[config.mk]
export PLATFORM = sky130hd
export DESIGN_NAME = registro_universal
export DESIGN_NICKNAME = d
export VERILOG_FILES = /design/src/rtl/registro_universal.sv
export SDC_FILE = /design/constraint.sdc
export NUM_CORES = 1
export LEC_CHECK = 0
export ABC_CLOCK_PERIOD_IN_PS = 2300
export CORE_MARGIN = 1.5
export CORE_UTILIZATION = 35
export DETAILED_ROUTE_END_ITERATION = 10
export GPL_TIMING_DRIVEN = 0
export SYNTH_ARGS = -nofsm -noshare
export SYNTH_HDL_FRONTEND = slang
export SYNTH_SLANG_ARGS = --single-unit
[constraint.sdc]
create_clock -name clk -period 2.3 [get_ports clk]
set_clock_uncertainty 0.2 [all_clocks]
set_input_delay 0.46 -clock clk [delete_from_list [all_inputs] [get_ports clk]]
set_output_delay 0.46 -clock clk [all_outputs]
set_load 0.005 [all_outputs]
[src/rtl/registro_universal.sv]
`default_nettype none
// ============================================================================
//  Module      : registro_universal
//  Description : Parametrised universal register with hold, parallel load,
//                shift left/right, rotate left/right and up/down count modes.
//                It also provides serial I/O, a synchronous clear and
//                zero/limit status flags.
//                Optional feature macro: REGISTRO_UNIVERSAL_SAT_EN. When it
//                is defined the counters saturate at their bound instead of
//                wrapping.
//  Revision    : 1.0 - initial release
// ============================================================================
module registro_universal #(
    parameter int               WIDTH       = 8,
    parameter logic [WIDTH-1:0] RESET_VALUE = '0
) (
    input  logic             clk,
    input  logic             reset,
    input  logic             clear,
    input  logic             enable,
    input  logic [2:0]       mode,
    input  logic [WIDTH-1:0] data_input,
    input  logic             serial_in,
    output logic [WIDTH-1:0] data_output,
    output logic             serial_out,
    output logic             zero,
    output logic             limit
);

    localparam logic [2:0] c_MODE_HOLD  = 3'b000;
    localparam logic [2:0] c_MODE_LOAD  = 3'b001;
    localparam logic [2:0] c_MODE_SHL   = 3'b010;
    localparam logic [2:0] c_MODE_SHR   = 3'b011;
    localparam logic [2:0] c_MODE_ROL   = 3'b100;
    localparam logic [2:0] c_MODE_ROR   = 3'b101;
    localparam logic [2:0] c_MODE_CNTUP = 3'b110;
    localparam logic [2:0] c_MODE_CNTDN = 3'b111;

    logic [WIDTH-1:0] r_q;
    logic             r_serial_out;
    logic             r_limit;

    // Bound detection shared by the counter modes.
    logic w_all_ones;
    logic w_is_zero;
    assign w_all_ones = &r_q;
    assign w_is_zero  = (r_q == '0);

    // Register update: async reset, then sync clear, then the enabled mode.
    always_ff @(posedge clk or posedge reset) begin
        if (reset) begin
            r_q          <= RESET_VALUE;
            r_serial_out <= 1'b0;
            r_limit      <= 1'b0;
        end else if (clear) begin
            r_q          <= '0;
            r_serial_out <= 1'b0;
            r_limit      <= 1'b0;
        end else begin
            // limit is a one-cycle pulse; only a counter bound hit raises it
            r_limit <= 1'b0;
            if (enable) begin
                case (mode)
                    c_MODE_HOLD: begin
                        r_q <= r_q;
                    end
                    c_MODE_LOAD: begin
                        r_q <= data_input;
                    end
                    c_MODE_SHL: begin
                        r_q          <= {r_q[WIDTH-2:0], serial_in};
                        r_serial_out <= r_q[WIDTH-1];
                    end
                    c_MODE_SHR: begin
                        r_q          <= {serial_in, r_q[WIDTH-1:1]};
                        r_serial_out <= r_q[0];
                    end
                    c_MODE_ROL: begin
                        r_q          <= {r_q[WIDTH-2:0], r_q[WIDTH-1]};
                        r_serial_out <= r_q[WIDTH-1];
                    end
                    c_MODE_ROR: begin
                        r_q          <= {r_q[0], r_q[WIDTH-1:1]};
                        r_serial_out <= r_q[0];
                    end
                    c_MODE_CNTUP: begin
                        r_limit <= w_all_ones;
`ifdef REGISTRO_UNIVERSAL_SAT_EN
                        if (!w_all_ones) begin
                            r_q <= r_q + 1'b1;
                        end
`else
                        r_q <= r_q + 1'b1;
`endif
                    end
                    c_MODE_CNTDN: begin
                        r_limit <= w_is_zero;
`ifdef REGISTRO_UNIVERSAL_SAT_EN
                        if (!w_is_zero) begin
                            r_q <= r_q - 1'b1;
                        end
`else
                        r_q <= r_q - 1'b1;
`endif
                    end
                    default: begin
                        r_q <= r_q;
                    end
                endcase
            end
        end
    end

    assign data_output = r_q;
    assign serial_out  = r_serial_out;
    assign limit       = r_limit;
    assign zero        = w_is_zero;

endmodule
`default_nettype wire
## After elaboration in Yosys (flattened, before gate mapping)

Cells that the tools add are included.

- Register bits after elaboration: 10
- Input bits: 16
- Logic and storage cells: 31

- Add/sub/neg operators: 2
- Equal/unequal tests: 8
- Muxes and demuxes: 9
- Reductions and logical operators: 9

Operators by type and width:

| kind | count |
|---|---|
| $pmux W8 S7 | 1 |
| $mux W8 | 2 |
| $eq A3 B3 Y1 const B | 4 |
| $add A8 B1 Y8 const B | 1 |
| $logic_not A8 Y1 | 1 |
| $reduce_and A8 Y1 | 1 |
| $sub A8 B1 Y8 const B | 1 |
| $eq A3 B2 Y1 const B | 2 |
| $mux W1 | 4 |
| $pmux W1 S2 | 2 |
| $reduce_and A2 Y1 | 2 |
| $reduce_or A2 Y1 | 2 |
| $eq A3 B1 Y1 const B | 1 |
| $logic_not A3 Y1 | 1 |
| $reduce_bool A3 Y1 | 1 |
| $ne A2 B2 Y1 const B | 1 |
| $reduce_bool A2 Y1 | 1 |

## Longest topological paths before layout

- Depth in word-level cells: 5
- Mapped depth: 9
- Mapped depth without buffers: 8

## Worst setup path before layout

Ideal clock, no wire load.

- Path kind: input-to-reg
- From: input port mode[0]
- To: register r_q[6] (netlist: data_output[6])
- Data arrival time: 2246 ps
- Data required time: 1961 ps
- Path slack: -286 ps
- Stages on the path: 9
- Path buffers: 1
- Cell sequence: buf_2 > nand3_2 > xnor2_1 > ha_1 > nand2b_1 > or4_4 > or3_1 > o21ai_1 > o221ai_1

- Longest elaborated chain between the ends: 4
- Elaborated cells on any way between the ends: 13
- Classes of those cells: 8 x eq/ne; 3 x mux; 2 x reduce/logical

RTL lines:

| element | line | source |
|---|---|---|
| from (decl) | 21 | `input logic [2:0] mode,` |
| $eq A3 B3 Y1, or another cell as far along | 63 | `case (mode)` |
| $pmux W8 S7 | 63 |  |
| $mux W8 | 62 | `if (enable) begin` |
| $mux W8 | 55 | `end else if (clear) begin` |
| to (signal assigned) | 65 | `r_q <= r_q;` |
| to (signal assigned) | 68 | `r_q <= data_input;` |
| to (signal assigned) | 71 | `r_q <= {r_q[WIDTH-2:0], serial_in};` |
| to (decl) | 39 | `logic [WIDTH-1:0] r_q;` |

Several ways; a longest one is shown, not always the timed one. The select of a mux whose other input is x is not followed.
A chain may end at the register's enable or synchronous reset.

## Worst setup path in the final report

- From: register r_q[1] (netlist: data_output[1])
- To: register r_q[6] (netlist: data_output[6])

- Longest elaborated chain between the ends: 4
- Elaborated cells on any way between the ends: 5
- Classes of those cells: 2 x add/sub; 3 x mux

RTL lines:

| element | line |
|---|---|
| $sub A8 B1 Y8 / $add A8 B1 Y8 (equally long branches) | 103, 93 |
| $pmux W8 S7 * | 63 |
| $mux W8 * | 62 |
| $mux W8 * | 55 |

Every way passes the cells marked *; elsewhere a longest branch is shown, timed or not. The select of a mux whose other input is x is not followed.

==> results.toml <==
[run_status]
outcome = "finished, violations left"
failed_checks = "negative setup slack"

[place]
dpl.cell_count = 193
port_buffers = 25
dp_hpwl_um = 2280
gp_congestion = 0.838

[clock_tree]
clk_pin_slew_ps = 80
htree_levels = 1
clockBufferDepth = 2
numCtsBuffers = 3
holdBufCountCts = 0
cts_tree = "done"
cts_sinks = 10
worstSkewPairLatency_ps = 270
cts_root_buf = "clkbuf_4"

[final_layout]
drive_above_1_share = 0.218
n_fill_cell = 272
nets = 193
final_common_cell = "clkdlybuf4s50_1"
fin_cells = 205
num_antenna_cells = 0
area_growth_pct = 45.9
layout_common_cells = "clkdlybuf4s50_1, nor2_1, nand2_1, buf_4, a21oi_1"

[global_routing]
grt_overflow = 0
grt_pass1_wl_um = 5390
grt_pass1_vias = 1130
antenna_found_initial = 0
track_usage = 0.216
grt_max_degree = 11

[worst_setup_path]
path_cells = "buf_6, buf_8, or2_4, or4_4, or3_1, o21ai_1, o221ai_1"
slowest_delay_ps = 520
critPathBufInv = 2
path_class = "flop to flop"
cp-start-kind = "flop"
cp_slowest_cell = "or4_4"
arrival_ps = 2250
required_ps = 2240
critPathMaxFanout = 10
cp-startpoint = "data_output[1]$_DFFE_PP0P_"
r2r-start = "data_output[1]$_DFFE_PP0P_"
end_kind = "flop"
path_delay_family = "simple AND/OR/NAND/NOR gates"

[synthesis]
synth_edf_count = 0
syn_nets = 154
ys_seq_area_frac = 0.250
syn_area_per_cell_um2 = 7.30
ys_async_sr_fraction = 1.00
synth-warning-count = 0
synth_cells = 137
ys_ff_latch = 10
synth_area_um2 = 1000
yosysUniqueCellTypes = 43
synth_ff_type = "dfrtp_1"

[timing]
setup_viol = 1
max_slew_margin = 0.684
fin_ws_ps = -8.08
tns_ps = -8.08
finalHoldViolations = 0
period_share = 1.00
max_freq_mhz = 433
slew_violations = 0
rsz0062_at_grt = "yes"
period_needed_ps = 2310
tightest_slew_ps = 475

[floorplanning]
die_h_um = 56.4
ios = 27
initial_core_util = 0.366
coreArea_um2 = 2730
num_rows = 19
die_width_um = 56.4
die_area_um2 = 3190

[power_and_ir_drop]
combPwrFrac = 0.434
vdd.ir_drop.worst_mv = 0.308
netSwitchingFraction = 0.354
p_per_area_nw_per_um2 = 405
seqPwrFrac = 0.345
p_leak_nw = 0.561
power.share.clock = 0.221
intPower_mw = 0.382
p_sw_mw = 0.209

[routing]
num_vias = 1222
wl_met2_um = 1580
maxUsedRoutingLayer = "met4"
wl_um = 3350
antenna_left = 0
wl_met1_um = 1550
vias_per_cell = 5.96
first_pass_iters = 4
wl_met3_um = 197
wire_per_inst_um = 16.3
route.detailed.drc = 0
first_iter_violations = 38

[run]
maxCapViolations = 0

[min_path]
hold_path.class = "input port to async pin"
==> worst reg2reg max path: stages, from the launching register on <==
cell	delay (ps)
dfrtp_2	420
buf_6	130
buf_8	130
or2_4	230
or4_4	520
or3_1	360
o21ai_1	90
o221ai_1	120
==> cells by family (layout without fill, tap and decap cells) <==
family                   Yosys count  in the layout  share of synthesized area
AO/OA/AOI/OAI                     41             41                      0.265
XOR/XNOR                           1              1                    0.00876
adder cells (fa/ha/maj)            1              1                     0.0125
buffers and inverters             16             53                     0.0701
flip-flops                        10             10                      0.250
multiplexers                       5              5                     0.0501
AND/OR/NAND/NOR                   63             63                      0.343
==> path summary, 6_finish.rpt <==
| check | endpoint | slack [ps] | cells after the start |
|---|---|---|---|
| worst max-delay path | data_output[6]$_DFFE_PP0P_ | -8 | 7 |
| worst min-delay path | serial_out$_DFFE_PP0P_ | 270 | 2 |
| worst max register to register | data_output[6]$_DFFE_PP0P_ | -8 | 7 |
| worst min register to register | serial_out$_DFFE_PP0P_ | 390 | 2 |
| max in group asynchronous | data_output[1]$_DFFE_PP0P_ | 1300 | 2 |
| min in group clk | serial_out$_DFFE_PP0P_ | 390 | 2 |
==> cell type report <==
class | instances | area [um2] | area share
plain buffers | 11 | 70.1 | 0.0480
clock buffers | 3 | 22.5 | 0.0154
inverters | 3 | 11.3 | 0.00772
multi-input cells | 111 | 732 | 0.502
flip-flops and latches | 10 | 255 | 0.175
well taps | 31 | 38.8 | 0.0266
repair buffers | 36 | 329 | 0.226
==> registers in the layout, indices dropped and copies added (netlist names) <==
register / flops
data_output: 8
limit: 1
serial_out: 1
==> through the flow <==
stage	util	hold WS, ps	total power [mW]	cell area [um2]	setup WS (ps)
after floorplan	-	100	0.329	1020	-63.5
after global placement	0.479	371	0.419	1310	-745
after detailed placement	0.479	392	0.421	1310	-757
after CTS	0.514	295	0.570	1410	-23.9
after global routing	0.534	316	0.624	1460	-36.8
final	0.534	273	0.591	1460	-8.08
==> Yosys cell counts (2+ instances only) <==
master     count  area, um2
a211oi_1       2       15.0
nand2b_1       5       31.3
nand4_1        3       18.8
nand2_1       10       37.5
dfrtp_1       10        250
buf_2          5       25.0
o2bb2ai_1      2       17.5
or3_1          5       31.3
clkbuf_1       6       22.5
a32oi_1        2       17.5
o21ai_1        6       30.0
or4_1          2       15.0
inv_1          3       11.3
a21oi_1        9       45.0
mux2i_1        5       50.1
nor3_1         7       35.0
nor4_1         2       12.5
nor2_1        12       45.0
a31oi_1        2       12.5
nand3_1        4       20.0
a221oi_1       2       17.5
o21ai_0        7       35.0
a311oi_1       2       17.5
nor2b_1        5       31.3
==> power groups by stage <==
stage	Sequential (mW)	Combinational [mW]	Clock, mW
6_report	0.204	0.256	0.130
4_1_cts	0.199	0.240	0.131
2_1_floorplan	0.201	0.128	0
3_5_place_dp	0.202	0.220	0
3_3_place_gp	0.201	0.218	0
5_1_grt	0.206	0.276	0.143
==> layer usage <==
metal	GRT usage	vias to the layer above
li1	-	592
met1	0.303	585
met2	0.341	43
met3	0.0300	2
met4	0.0680	0
met5	0	-
==> repair_timing <==
item,4_1_cts,5_1_grt
pin swaps,4,6
gates resized for setup,22,11
setup buffers,7,4
endpoints found under the setup margin,5,3
Note: power is estimated with default switching activity, not from simulation.
